<file path="config.mk">
export PLATFORM = sky130hd
export DESIGN_NAME = mips_prog_loader
export DESIGN_NICKNAME = d
export VERILOG_FILES = /design/src/rtl/mips_prog_loader.sv
export SDC_FILE = /design/constraint.sdc
export NUM_CORES = 1
export LEC_CHECK = 0
export BUFFER_PORTS_ARGS = -buffer_cell sky130_fd_sc_hd__buf_2
export CAP_MARGIN = 20
export CORE_MARGIN = 1.5
export CORE_UTILIZATION = 43
export CTS_CLUSTER_DIAMETER = 200
export DETAILED_ROUTE_END_ITERATION = 10
export PLACE_DENSITY_LB_ADDON = 0.15
export SLEW_MARGIN = 40
export SYNTH_ARGS = -nofsm -noshare
export SYNTH_HDL_FRONTEND = slang
export SYNTH_SLANG_ARGS = --single-unit
</file>
<file path="constraint.sdc">
create_clock -name clock -period 1.75 [get_ports clock]
set_input_delay 0.525 -clock clock [delete_from_list [all_inputs] [get_ports clock]]
set_output_delay 0.525 -clock clock [all_outputs]
set_load 0.02 [all_outputs]
</file>
<file path="src/rtl/mips_prog_loader.sv">
// mips_prog_loader: encodes symbolic MIPS instructions from a valid/ready
// stream and writes them to consecutive IMem words, holding the CPU in reset.
//
// Ports:
//   clock, reset        rising-edge clock, async active-low reset
//   start               pulse; opens a load session from IDLE or DONE
//   in_valid/in_ready   instruction handshake; in_last marks the final one
//   in_op..in_target    op select and raw register/immediate/target fields
//   mem_we/addr/wdata   IMem write port (one write per legal instruction)
//   cpu_reset_n, done   CPU released and load complete once DONE
//   err, count          sticky error flag and words written this session
module mips_prog_loader #(
    parameter int ADDR_W    = 5,
    parameter int BASE_ADDR = 0
) (
    input  logic              clock,
    input  logic              reset,
    input  logic              start,
    input  logic              in_valid,
    output logic              in_ready,
    input  logic              in_last,
    input  logic [4:0]        in_op,
    input  logic [4:0]        in_rs,
    input  logic [4:0]        in_rt,
    input  logic [4:0]        in_rd,
    input  logic [4:0]        in_shamt,
    input  logic [15:0]       in_imm,
    input  logic [25:0]       in_target,
    output logic              mem_we,
    output logic [ADDR_W-1:0] mem_addr,
    output logic [31:0]       mem_wdata,
    output logic              cpu_reset_n,
    output logic              done,
    output logic              err,
    output logic [ADDR_W:0]   count
);

    localparam logic [ADDR_W:0]   DEPTH = {1'b1, {ADDR_W{1'b0}}};
    localparam logic [ADDR_W-1:0] BASE  = ADDR_W'(BASE_ADDR);

    localparam logic [4:0] OP_SLL  = 5'd0;
    localparam logic [4:0] OP_SRL  = 5'd1;
    localparam logic [4:0] OP_SLLV = 5'd2;
    localparam logic [4:0] OP_SRLV = 5'd3;
    localparam logic [4:0] OP_ADD  = 5'd4;
    localparam logic [4:0] OP_SUB  = 5'd5;
    localparam logic [4:0] OP_AND  = 5'd6;
    localparam logic [4:0] OP_OR   = 5'd7;
    localparam logic [4:0] OP_XOR  = 5'd8;
    localparam logic [4:0] OP_NOR  = 5'd9;
    localparam logic [4:0] OP_SLT  = 5'd10;
    localparam logic [4:0] OP_LW   = 5'd11;
    localparam logic [4:0] OP_SW   = 5'd12;
    localparam logic [4:0] OP_BEQ  = 5'd13;
    localparam logic [4:0] OP_BNE  = 5'd14;
    localparam logic [4:0] OP_ADDI = 5'd15;
    localparam logic [4:0] OP_J    = 5'd16;

    typedef enum logic [1:0] {
        S_IDLE,
        S_LOAD,
        S_WAIT,
        S_DONE
    } state_e;

    state_e            state_q, state_d;
    logic [ADDR_W-1:0] addr_q, addr_d;
    logic [ADDR_W:0]   count_q, count_d;
    logic              err_q, err_d;
    logic              we_q, we_d;
    logic [31:0]       wdata_q, wdata_d;

    logic [31:0]       enc_word;
    logic              enc_legal;
    logic [ADDR_W:0]   cnt_eff;
    logic [ADDR_W:0]   count_inc;
    logic              accept;

    function automatic logic [31:0] r_word(
        input logic [4:0] rs,
        input logic [4:0] rt,
        input logic [4:0] rd,
        input logic [4:0] sh,
        input logic [5:0] fn
    );
        return {6'b000000, rs, rt, rd, sh, fn};
    endfunction

    function automatic logic [31:0] i_word(
        input logic [5:0]  opc,
        input logic [4:0]  rs,
        input logic [4:0]  rt,
        input logic [15:0] imm
    );
        return {opc, rs, rt, imm};
    endfunction

    // Encoder: fields not used by the format are forced to zero.
    always_comb begin
        enc_word  = '0;
        enc_legal = 1'b1;
        case (in_op)
            OP_SLL:  enc_word = r_word(5'd0, in_rt, in_rd, in_shamt, 6'b000000);
            OP_SRL:  enc_word = r_word(5'd0, in_rt, in_rd, in_shamt, 6'b000010);
            OP_SLLV: enc_word = r_word(in_rs, in_rt, in_rd, 5'd0, 6'b000100);
            OP_SRLV: enc_word = r_word(in_rs, in_rt, in_rd, 5'd0, 6'b000110);
            OP_ADD:  enc_word = r_word(in_rs, in_rt, in_rd, 5'd0, 6'b100000);
            OP_SUB:  enc_word = r_word(in_rs, in_rt, in_rd, 5'd0, 6'b100010);
            OP_AND:  enc_word = r_word(in_rs, in_rt, in_rd, 5'd0, 6'b100100);
            OP_OR:   enc_word = r_word(in_rs, in_rt, in_rd, 5'd0, 6'b100101);
            OP_XOR:  enc_word = r_word(in_rs, in_rt, in_rd, 5'd0, 6'b100110);
            OP_NOR:  enc_word = r_word(in_rs, in_rt, in_rd, 5'd0, 6'b100111);
            OP_SLT:  enc_word = r_word(in_rs, in_rt, in_rd, 5'd0, 6'b101010);
            OP_LW:   enc_word = i_word(6'b100011, in_rs, in_rt, in_imm);
            OP_SW:   enc_word = i_word(6'b101011, in_rs, in_rt, in_imm);
            OP_BEQ:  enc_word = i_word(6'b000100, in_rs, in_rt, in_imm);
            OP_BNE:  enc_word = i_word(6'b000101, in_rs, in_rt, in_imm);
            OP_ADDI: enc_word = i_word(6'b001000, in_rs, in_rt, in_imm);
            OP_J:    enc_word = {6'b000010, in_target};
            default: enc_legal = 1'b0;
        endcase
    end

    // A registered write is still pending while we_q is high, so it is
    // counted here to keep back-to-back accepts from overrunning IMem.
    assign cnt_eff   = count_q + (ADDR_W + 1)'(we_q);
    assign count_inc = count_q + 1'b1;
    assign in_ready  = (state_q == S_LOAD) && (cnt_eff < DEPTH);
    assign accept    = in_valid && in_ready;

    always_comb begin
        state_d = state_q;
        addr_d  = addr_q;
        count_d = count_q;
        err_d   = err_q;
        we_d    = 1'b0;
        wdata_d = wdata_q;

        // Retire the pending write; the address holds at the last slot.
        if (we_q) begin
            count_d = count_inc;
            if (count_inc < DEPTH) begin
                addr_d = addr_q + 1'b1;
            end
        end

        unique case (state_q)
            S_IDLE, S_DONE: begin
                if (start) begin
                    state_d = S_LOAD;
                    count_d = '0;
                    err_d   = 1'b0;
                    addr_d  = BASE;
                end
            end
            S_LOAD: begin
                if (accept) begin
                    if (enc_legal) begin
                        we_d    = 1'b1;
                        wdata_d = enc_word;
                    end else begin
                        err_d = 1'b1;
                    end
                    if (in_last) begin
                        state_d = S_WAIT;
                    end
                end else if (in_valid) begin
                    // Offered with no room left: overflow ends the session.
                    err_d   = 1'b1;
                    state_d = S_DONE;
                end
            end
            S_WAIT: begin
                state_d = S_DONE;
            end
        endcase
    end

    always_ff @(posedge clock or negedge reset) begin
        if (!reset) begin
            state_q <= S_IDLE;
            addr_q  <= BASE;
            count_q <= '0;
            err_q   <= 1'b0;
            we_q    <= 1'b0;
            wdata_q <= '0;
        end else begin
            state_q <= state_d;
            addr_q  <= addr_d;
            count_q <= count_d;
            err_q   <= err_d;
            we_q    <= we_d;
            wdata_q <= wdata_d;
        end
    end

    assign mem_we      = we_q;
    assign mem_addr    = addr_q;
    assign mem_wdata   = wdata_q;
    assign done        = (state_q == S_DONE);
    // Drops as soon as a restarting start is seen in DONE.
    assign cpu_reset_n = done && !start;
    assign err         = err_q;
    assign count       = count_q;

endmodule
</file>
==> impl_results.md, run 1 <==
* Status: finished, violations left
* Failing checks: setup timing
* Initial DRT Pass Iterations at 4
* Total negative slack at -4.49 ns
* Kind of end point of the critical path: output pin
* Number of buffers created by CTS at 5
* Vias at 2,556
* Count of nets after finishing at 481
* Setup repair after global routing missed its margin: true
* First-iteration detailed-routing DRC count at 121
* Required time at the worst-slack endpoint at 1.22 ns
* Via count of the first global-routing pass at 2,517
* Routed wire per std cell at 16.1 µm
* Clock latency of the later-clocked register in the worst-skew pair at 0.30 ns
* Vias per cell at 5.35
* Commonest cells after routing, fill and taps aside: buf_2, dfrtp_1, buf_4
* Fin crit share at 1.12
* Post-synthesis area per instance at 10.6 µm²
* Worst reg2reg path endpoint: mem_wdata[21]$_DFFE_PN0P_
* Setup slack of the critical path after layout at -0.213 ns
* Pin count of the biggest net entering global routing at 47
* Number of instances in the synthesized netlist at 251
* Hold WC Path Type: in2async
* Wire length reported by the detailed router at 7690 µm
* Number of antenna violations at the first check in global routing at 0
* TritonCTS clock tree: done
* Sequential share of the synthesized area at 0.432
* Max Freq at 509 MHz
* Area of the core region at 5960 µm²
* Height of the chip at 81.7 µm
* Area growth from synthesis to final layout at 46.1%
* Number of setup violations in the final report at 33
* Met2 usage in global routing at 0.405
* Met1 routing resource usage after global routing at 0.312
* Worst path buffer plus inverter count at 1
* Row count at 28
* Total of max-cap violations at 0
* Worst Path Max Fanout at 4
* Post-CTS clock slew at the launch and capture registers of the worst setup and hold paths at 0.09 ns
* Portion of synthesized cell area occupied by the leading cell type at 0.432
* Launch instance of the worst register-to-register path: count[0]$_DFF_PN0_
* Number of gates on the worst path with buffers counted at 5
* Hold buffer count at cts at 0
* Count of antenna-violating nets left after detailed routing at 0
* Standby leakage power at 2.01 nW
* Top cell family by delay on the critical path: flip-flops
* Number of enable-type register cells in the synthesized netlist at 0
* Most heavily used metal layer in global routing: met2
* DRC violations left at 0
* CP max-delay cell: dfrtp_1
* Number of antenna repair diodes at 0
* Endpoint of the worst setup timing path: in_ready
* Post-route total power at 4.81 mW
* Cell variety after synth at 49
* Worst stage delay on the critical path at 0.36 ns
* Period minus WS final at 1.96 ns
* Relative slew slack at 0.591
* Routability Congestion at 0.806
* Clock Skew at 0.00674 ns
* Category of the most critical setup path: reg2out
* Global-route wire length before repair at 12,100 µm
* Leading register cell type out of synthesis: dfrtp_1
* Global route total overflow at 0
* Leading cell type in the layout, fill and taps excluded: buf_2
* Clock sinks at 46
* Area enclosed by the die boundary at 6680 µm²
* Worst IR drop on VDD at 0.000744 V
* I/O pin total at 120
* Number of storage elements in the synthesis netlist at 46
* Cell taking the most area after synthesis: dfrtp_1
* Tightest Pin Transition at 0.613 ns
* Fraction of layout cells with a size suffix above 1 at 0.521
* Critical Path Source Type: register
* Ordered list of cells on the worst path: ha_2 > nand2_4 > o21a_4 > nor3_2 > buf_4
* Worst Path Arrival at 1.44 ns
* GR met3 Demand/Resource at 0.0467
* Number of buffer cells added on primary ports at 118
* Global-route usage over all layers at 0.237
* Warnings from Yosys at 0
* Logic depth of the worst register-to-register path at 8
* Filler Cells Inserted at 517
* Nets in the synthesized netlist at 329
* Number of H-tree levels at 2
* Final hold viol count at 0
* Area contributors post-synth: dfrtp_1, mux2_2, a22o_1, mux2i_1, ha_1
* Horizontal die dimension at 81.7 µm
* Clock Tree Root: clkbuf_8
* Starting Density at 0.447
* Bufs on Longest Clock Path at 2
* Launch point of the worst path: count[0]$_DFF_PN0_
* Fin. max-slew vios at 0
* Power per standard cell area at 1230 nW/µm²
* Reg-to-reg setup timing slack at -0.21 ns
* Cell area after technology mapping at 2660 µm²
* Post-detailed-placement half-perimeter wirelength at 5450 µm
* Async SR Flop Fraction at 1.00
==> per-layer routing <==
layer,share of wire,vias up
met5,0,-
met4,0.0094,0
met1,0.45,1225
li1,-,1236
met2,0.49,87
met3,0.049,8
==> kinds of logic after synthesis <==
| family | synth area share |
|---|---|
| fa+ha+maj | 0.0282 |
| other cells | 0.00141 |
| simple gates | 0.141 |
| xor+xnor | 0.0164 |
| mux | 0.143 |
| flops | 0.432 |
| compound gates | 0.181 |
| buf+inv | 0.0559 |
==> sequential cells by signal, summed over array words and instances, names as in the netlist <==
name       count
err            1
count          6
mem_we         1
state_q        2
mem_wdata     31
mem_addr       5
==> how the worst min path moves through the flow <==
stage	end	from	cells after the start	slack (ns)
after floorplan	count[0]$_DFF_PN0_	reset	0	0.23
after global placement	mem_wdata[17]$_DFFE_PN0P_	mem_wdata[17]$_DFFE_PN0P_	1	0.49
after detailed placement	mem_wdata[8]$_DFFE_PN0P_	mem_wdata[8]$_DFFE_PN0P_	1	0.49
after CTS	state_q[0]$_DFFE_PN0P_	reset	2	0.20
after global routing	mem_wdata[13]$_DFFE_PN0P_	reset	2	0.21
final	mem_wdata[13]$_DFFE_PN0P_	reset	2	0.18
==> synthesized netlist by cell type, types with 2 or more instances <==
cell and instances:
a21oi_1 12, a222oi_1 5, a22o_1 12, a22oi_1 6, and2_1 5, and3_1 2
buf_2 5, buf_6 3, clkbuf_1 8, dfrtp_1 46, ha_1 6, inv_1 13
mux2_2 25, mux2i_1 10, nand2_1 13, nand2b_1 4, nand3b_1 2, nand4_1 4
nor2_1 11, nor2b_1 3, nor3_1 2, nor3_2 2, nor3b_1 4, o21a_1 3
o21ai_0 4, o2bb2ai_1 6, o31ai_1 5, o41ai_1 2, or4_1 5, xor2_1 4
==> area by class of cell <==
cell class                      instances  area (µm²)  share of cell area
Multi-Input combinational cell        174        1520               0.390
Sequential cell                        46        1150               0.296
Timing Repair Buffer                  163        1000               0.257
Tap cell                               75        93.8              0.0241
Clock buffer                            5        68.8              0.0177
Inverter                               13        48.8              0.0125
Clock inverter                          2        10.0             0.00257
==> worst reg2reg max path: cells and delay by family (launching register included) <==
family | cells | cell delay (ns)
simple gates | 2 | 0.33
fa+ha+maj | 1 | 0.20
mux | 1 | 0.30
flops | 1 | 0.36
buf+inv | 3 | 0.44
compound gates | 1 | 0.21
==> repair_timing <==
| item | CTS | global route |
|---|---|---|
| resized for setup | 27 | 19 |
| cloned | 1 | 1 |
| pin swaps | 4 | 2 |
| hold endpoints to repair | 0 | 0 |
| buffers inserted | 7 | 3 |
| endpoints found under the setup margin | 30 | 37 |
==> report_power, final <==
group	internal (mW)	switching, mW
combinational	1.17	1.30
clock	0.269	0.362
sequential	1.45	0.249
==> through the flow <==
stage	util	worst slack (ns)	area (µm²)	instances	hold slack (ns)
2_1_floorplan	-	-0.190	2680	251	0.229
3_3_place_gp	0.598	-0.393	3560	462	0.485
3_5_place_dp	0.598	-0.470	3560	462	0.490
4_1_cts	0.642	-0.222	3830	477	0.200
5_1_grt	0.654	-0.277	3890	478	0.205
6_report	0.654	-0.213	3890	478	0.183
Power figures use the tool's default switching activity.
==> inputs of run 2 (changes only) <==
--- a/config.mk
+++ b/config.mk
@@ -6,12 +6,12 @@
 export NUM_CORES = 1
 export LEC_CHECK = 0
 export BUFFER_PORTS_ARGS = -buffer_cell sky130_fd_sc_hd__buf_2
-export CAP_MARGIN = 20
 export CORE_MARGIN = 1.5
 export CORE_UTILIZATION = 43
 export CTS_CLUSTER_DIAMETER = 200
 export DETAILED_ROUTE_END_ITERATION = 10
-export PLACE_DENSITY_LB_ADDON = 0.15
+export GPL_TIMING_DRIVEN = 0
+export PLACE_DENSITY = 0.77
 export SLEW_MARGIN = 40
 export SYNTH_ARGS = -nofsm -noshare
 export SYNTH_HDL_FRONTEND = slang
==> run 2 against run 1 <==
Effect of this change: the run still ends with setup timing left; wire length is 1.5% higher; count of clock-buffer cells in the layout is 1 higher; sequential share of layout area is 0.68 points higher; hold slack better by 0.045 ns; register-to-register slack hardly changed; sequential cell count stayed put; clock skew is 0.0022 ns higher; via count is 1.2% higher; core utilization is 1.3 points lower; final area is 1.9% lower; combinational power is 4% lower; largest cell class unchanged.
==> impl_results.md, run 2 (same netlist as run 1, synthesis figures left out) <==
* Via count of the first global-routing pass at 2,415 (-4.1%)
* Leading cell type in the layout, fill and taps excluded: buf_2
* Post-detailed-placement half-perimeter wirelength at 5580 µm (+2.3%)
* Category of the most critical setup path: reg2out
* Ordered list of cells on the worst path: ha_2 > nand2_4 > o21a_4 > nor3_2 > buf_4
* Area enclosed by the die boundary at 6680 µm² (unchanged)
* Number of buffer cells added on primary ports at 118 (unchanged)
* Endpoint of the worst setup timing path: in_ready
* Required time at the worst-slack endpoint at 1.22 ns (about the same)
* Switching share of power at 0.394 (-0.00426)
* Total of max-cap violations at 0 (unchanged)
* Worst slack, placed at -0.670 ns (-0.200 ns)
* Number of H-tree levels at 2 (unchanged)
* Number of antenna violations at the first check in global routing at 0 (unchanged)
* Clock sinks at 46 (unchanged)
* Height of the chip at 81.7 µm (unchanged)
* Worst IR drop on VDD at 0.000744 V (about the same)
* NetSw at 1.93 mW (+0.65%)
* GR met3 Demand/Resource at 0.0533 (+0.00667)
* Routed wire per std cell at 16.8 µm (+4.4%)
* Clock Tree Root: clkbuf_8
* Launch instance of the worst register-to-register path: count[0]$_DFF_PN0_
* Worst Path Arrival at 1.46 ns (+0.02 ns)
* Max reg flops at 31 (unchanged)
* Row count at 28 (unchanged)
* Starting Density at 0.447 (unchanged)
* Bufs on Longest Clock Path at 2 (unchanged)
* Standby leakage power at 1.91 nW (-4.7%)
* Proportion of power drawn by the clock network at 0.164 (+0.033)
* Commonest cells after routing, fill and taps aside: buf_2, dfrtp_1, mux2_4
* Setup repair after global routing missed its margin: true
* Final cell area excluding filler cells at 3820 µm² (-1.9%)
* Post-CTS clock slew at the launch and capture registers of the worst setup and hold paths at 0.09 ns (about the same)
* Fin crit share at 1.14 (+0.0147)
* Count of nets after finishing at 467 (-2.9%)
* Failing checks: setup timing
* Power per standard cell area at 1280 nW/µm² (+3.7%)
* Wire length reported by the detailed router at 7810 µm (+1.5%)
* Vias at 2,586 (+1.2%)
* I/O pin total at 120 (unchanged)
* Reg-to-reg setup timing slack at -0.22 ns (about the same)
* Kind of end point of the critical path: output pin
* Clock latency of the later-clocked register in the worst-skew pair at 0.30 ns (about the same)
* Met1 routing resource usage after global routing at 0.285 (-0.0271)
* Fin. max-slew vios at 0 (unchanged)
* Worst reg2reg path endpoint: mem_wdata[10]$_DFFE_PN0P_
* Critical Path Source Type: register
* CP max-delay cell: dfrtp_1
* Area of the core region at 5960 µm² (unchanged)
* Number of setup violations in the final report at 32 (-3.0%)
* Launch point of the worst path: count[0]$_DFF_PN0_
* Horizontal die dimension at 81.7 µm (unchanged)
* Global-route wire length before repair at 11,500 µm (-5.1%)
* Period minus WS final at 1.99 ns (+0.0257 ns)
* Cell-internal power at 2.96 mW (+2.5%)
* Count of antenna-violating nets left after detailed routing at 0 (unchanged)
* TritonCTS clock tree: done
* DRC violations left at 0 (unchanged)
* Clock Skew at 0.00894 ns (+0.00221 ns)
* Relative slew slack at 0.591 (about the same)
* Vias per cell at 5.56 (+4.0%)
* Final hold viol count at 0 (unchanged)
* Logic depth of the worst register-to-register path at 8 (unchanged)
* Most heavily used metal layer in global routing: met2
* Max Freq at 503 MHz (-1.3%)
* Sequential group share of total power at 0.352 (-0.002)
* Dpl cell area at 3370 µm² (-5.4%)
* Number of antenna repair diodes at 0 (unchanged)
* Global route total overflow at 0 (unchanged)
* First-iteration detailed-routing DRC count at 151 (+25%)
* Area growth from synthesis to final layout at 43.3%
* Fraction of layout cells with a size suffix above 1 at 0.492 (-0.0288)
* Pin count of the biggest net entering global routing at 47 (unchanged)
* Global-route usage over all layers at 0.229 (-0.00842)
* Worst Path Max Fanout at 4 (unchanged)
* Comb power frac at 0.484 (-0.031)
* Hold buffer count at cts at 0 (unchanged)
* Met2 usage in global routing at 0.396 (-0.00909)
* Setup slack of the critical path after layout at -0.239 ns (-0.0257 ns)
* Number of buffers created by CTS at 5 (unchanged)
* Hold WC Path Type: in2async
* Initial DRT Pass Iterations at 4 (unchanged)
* Tightest Pin Transition at 0.614 ns (+0.000835 ns)
* Routability Congestion at 0.816 (+1.3%)
* Worst stage delay on the critical path at 0.38 ns (+0.02 ns)
* Status: finished, violations left
==> run 2: cell count changes in the layout (fill, tap and decap cells not counted), sizes merged <==
cell / delta
bufinv: +1
clkinv: -2
clkbuf: +11
clkinvlp: +1
buf: -24
==> run 2: how the worst min path moves through the flow <==
stage,from,end,cells past startpoint
final,reset,mem_wdata[13]$_DFFE_PN0P_,1
after global routing,reset,mem_addr[0]$_DFF_PN0_,1
after CTS,reset,mem_addr[0]$_DFF_PN0_,1
after detailed placement,mem_wdata[20]$_DFFE_PN0P_,mem_wdata[20]$_DFFE_PN0P_,1
after global placement,mem_wdata[23]$_DFFE_PN0P_,mem_wdata[23]$_DFFE_PN0P_,1
after floorplan,reset,count[0]$_DFF_PN0_,0
==> run 2: critical path: cells and delay by family, from the launching register on <==
family | cells | cell delay, ns
AOI/OAI and AO/OA | 1 | 0.20
buffers and inverters | 1 | 0.16
and+or+nand+nor | 2 | 0.21
adders and majority gates | 1 | 0.21
DFF | 1 | 0.38
==> run 2: repair_timing <==
action,CTS,global route
pin swaps,3,6
endpoints found under the hold margin,0,0
endpoints found under the setup margin,33,34
cloned,0,2
setup buffers,11,2
gates resized for setup,16,35
==> run 2: final cells by class <==
cell class                      instances  area [µm²]
Clock inverter                          2        37.5
Clock buffer                            6        72.6
Tap cell                               75        93.8
Multi-Input combinational cell        174        1500
Buffer                                 17         140
Sequential cell                        46        1150
Inverter                               13        48.8
Timing Repair Buffer                  132         769
Fill cell                             522        2140
==> run 2: power groups by stage <==
stage	Clock [mW]	Combinational [mW]	Sequential (mW)
after global placement	0	1.99	1.69
after floorplan	0	0.876	2.14
final	0.802	2.37	1.72
after CTS	0.814	2.17	1.68
after global routing	0.860	2.55	1.77
after detailed placement	0	2.05	1.70
==> run 2: metrics by stage <==
stage           util  TNS, ns  hold slack [ns]  cells  total power [mW]
2_1_floorplan      -    -4.43            0.229    251              3.01
3_3_place_gp   0.566   -17.76            0.485    444              3.68
3_5_place_dp   0.566   -19.58            0.490    444              3.75
4_1_cts        0.609    -4.45            0.243    463              4.67
5_1_grt        0.641    -7.01            0.268    465              5.18
6_report       0.641    -5.13            0.229    465              4.89
==> run 2: metal layers <==
layer  up-vias  wire [µm]
li1       1217          -
met1      1244       3290
met2       111       3820
met3        14        558
met4         0        142
met5         -          0
==> inputs of run 3 (changes only) <==
--- a/config.mk
+++ b/config.mk
@@ -11,7 +11,7 @@
 export CTS_CLUSTER_DIAMETER = 200
 export DETAILED_ROUTE_END_ITERATION = 10
 export GPL_TIMING_DRIVEN = 0
-export PLACE_DENSITY = 0.77
+export PLACE_DENSITY_LB_ADDON = 0.15
 export SLEW_MARGIN = 40
 export SYNTH_ARGS = -nofsm -noshare
 export SYNTH_HDL_FRONTEND = slang
==> run 3 against run 2 <==
Effect of this change: the run still ends with setup timing left; critical path depth unchanged; clock skew is 0.00067 ns higher; maximum frequency fell by 0.16%; combinational power rose by 3%; register-to-register slack about the same; total power rose by 1.1%; sequential power about the same; wire length decreased by 1.9%; global-route usage rose by 0.17 points; sequential share of layout area is 0.28 points lower; first-iteration DRC count shrank 44%; critical path type unchanged.
==> impl_results.md, run 3 (same netlist as run 1, synthesis figures left out) <==
* Number of buffers created by CTS at 5 (unchanged)
* Leading cell type in the layout, fill and taps excluded: buf_2
* Fraction of layout cells with a size suffix above 1 at 0.494 (+0.00127)
* DRC violations left at 0 (unchanged)
* Wire length reported by the detailed router at 7660 µm (-1.9%)
* Worst reg2reg path endpoint: mem_wdata[21]$_DFFE_PN0P_
* Area growth from synthesis to final layout at 44.5%
* Worst IR drop on VDD at 0.000743 V (-0.21%)
* TritonCTS clock tree: done
* Core occupancy in the finished layout at 0.646 (+0.00525)
* Launch instance of the worst register-to-register path: count[0]$_DFF_PN0_
* Area of the core region at 5960 µm² (unchanged)
* I/O pin total at 120 (unchanged)
* Setup slack of the critical path after layout at -0.242 ns (-0.00322 ns)
* Logic depth of the worst register-to-register path at 9 (+1)
* Period minus WS final at 1.99 ns (+0.00322 ns)
* Fin crit share at 1.14 (+0.00184)
* Tightest Pin Transition at 0.609 ns (-0.00473 ns)
* Global-route usage over all layers at 0.230 (+0.00172)
* Global-route wire length before repair at 11,800 µm (+2.2%)
* Clock Skew at 0.00961 ns (+0.000671 ns)
* Routed wire per std cell at 16.5 µm (-1.7%)
* Post-detailed-placement half-perimeter wirelength at 5290 µm (-5.3%)
* Horizontal die dimension at 81.7 µm (unchanged)
* Worst Path Arrival at 1.47 ns (about the same)
* Clock sinks at 46 (unchanged)
* Max reg flops at 31 (unchanged)
* Initial DRT Pass Iterations at 5 (+1)
* Fin. max-slew vios at 0 (unchanged)
* Routability Congestion at 0.857 (+5.0%)
* Final hold viol count at 0 (unchanged)
* Number of setup violations in the final report at 33 (+3.1%)
* Pin count of the biggest net entering global routing at 47 (unchanged)
* Clock Tree Root: clkbuf_8
* Standby leakage power at 1.94 nW (+1.3%)
* Row count at 28 (unchanged)
* Clock latency of the later-clocked register in the worst-skew pair at 0.30 ns (about the same)
* Height of the chip at 81.7 µm (unchanged)
* Starting Density at 0.447 (unchanged)
* Kind of end point of the critical path: output pin
* Bufs on Longest Clock Path at 2 (unchanged)
* Critical Path Source Type: register
* Status: finished, violations left
* Global route total overflow at 0 (unchanged)
* Category of the most critical setup path: reg2out
* Final cell area excluding filler cells at 3850 µm² (+0.82%)
* Count of nets after finishing at 466 (-0.21%)
* Worst Path Max Fanout at 4 (unchanged)
* Number of antenna repair diodes at 0 (unchanged)
* Number of antenna violations at the first check in global routing at 0 (unchanged)
* Dpl cell area at 3370 µm² (unchanged)
* Reg-to-reg setup timing slack at -0.22 ns (about the same)
* First-iteration detailed-routing DRC count at 85 (-44%)
* Total of max-cap violations at 0 (unchanged)
* Number of buffer cells added on primary ports at 118 (unchanged)
* Required time at the worst-slack endpoint at 1.22 ns (about the same)
* Max Freq at 502 MHz (-0.16%)
* Power per standard cell area at 1280 nW/µm² (+0.23%)
* Filler Cells Inserted at 530 (+1.5%)
* Setup repair after global routing missed its margin: true
* Vias at 2,534 (-2.0%)
* Hold WC Path Type: in2async
* Hold buffer count at cts at 0 (unchanged)
* Post-CTS clock slew at the launch and capture registers of the worst setup and hold paths at 0.09 ns (about the same)
* Relative slew slack at 0.594 (+0.00315)
* Commonest cells after routing, fill and taps aside: buf_2, dfrtp_1, mux2_4
* Via count of the first global-routing pass at 2,466 (+2.1%)
* Failing checks: setup timing
* Count of antenna-violating nets left after detailed routing at 0 (unchanged)
* Vias per cell at 5.46 (-1.8%)
* Area enclosed by the die boundary at 6680 µm² (unchanged)
* Number of H-tree levels at 2 (unchanged)
[run 3: changes by cell type in the layout (fill, tap and decap cells not counted), moves of 2 or more]
cell	delta
buf_8	+2
clkbuf_4	-2
mux2_4	+10
buf_4	+4
mux2_2	-10
clkbuf_1	-2
[run 3: worst max path at each step]
stage,slack (ns),start,to,depth (start not counted)
CTS,-0.24,count[5]$_DFF_PN0_,in_ready,4
finish,-0.24,count[0]$_DFF_PN0_,in_ready,5
global route,-0.32,count[0]$_DFF_PN0_,in_ready,5
detailed placement,-0.65,in_op[1],mem_wdata[8]$_DFFE_PN0P_,6
global placement,-0.61,in_op[1],mem_wdata[19]$_DFFE_PN0P_,6
floorplan,-0.19,in_op[1],mem_wdata[10]$_DFFE_PN0P_,5
[run 3: power by group]
group          total [mW]  internal, mW  switching [mW]  leakage, nW
registers            1.71          1.45           0.259        0.604
logic                2.43          1.14            1.29         1.28
clock network       0.798         0.428           0.369       0.0524
total                4.94          3.02            1.92         1.94
[run 3: timing repair]
item	in CTS	in global routing
cloned	1	1
endpoints found under the setup margin	33	40
pin swaps	3	9
resized for setup	18	45
setup buffers	9	4
[run 3: cell type report]
type | instances | area [µm²] | share of cell area
Multi-Input combinational cell | 174 | 1540 | 0.400
Inverter | 13 | 48.8 | 0.0127
Tap cell | 75 | 93.8 | 0.0244
Sequential cell | 46 | 1150 | 0.300
Buffer | 15 | 116 | 0.0302
Clock buffer | 7 | 76.3 | 0.0198
Clock inverter | 1 | 30.0 | 0.00780
Timing Repair Buffer | 133 | 791 | 0.205
[run 3: through the flow]
step / power [mW] / setup TNS, ns / hold WS [ns] / instances / worst slack, ns
final: 4.94 / -5.76 / 0.226 / 464 / -0.242
after global routing: 5.24 / -7.53 / 0.278 / 464 / -0.316
after floorplan: 3.01 / -4.43 / 0.229 / 251 / -0.190
after CTS: 4.67 / -4.42 / 0.256 / 462 / -0.239
after detailed placement: 3.74 / -18.89 / 0.490 / 444 / -0.647
after global placement: 3.69 / -17.52 / 0.486 / 444 / -0.606
[run 3: routing by layer]
metal | up-vias | global-route usage | routed length [µm]
li1 | 1207 | - | -
met1 | 1241 | 0.295 | 3400
met2 | 80 | 0.399 | 3740
met3 | 6 | 0.0489 | 469
met4 | 0 | 0.0508 | 59
met5 | - | 0 | 0
[run 3: worst max-delay path: stages (launching register included)]
cell and delay [ns]:
dfrtp_1 0.37, ha_2 0.19, nand2_4 0.06, o21a_4 0.22, nor3_2 0.16, buf_4 0.16
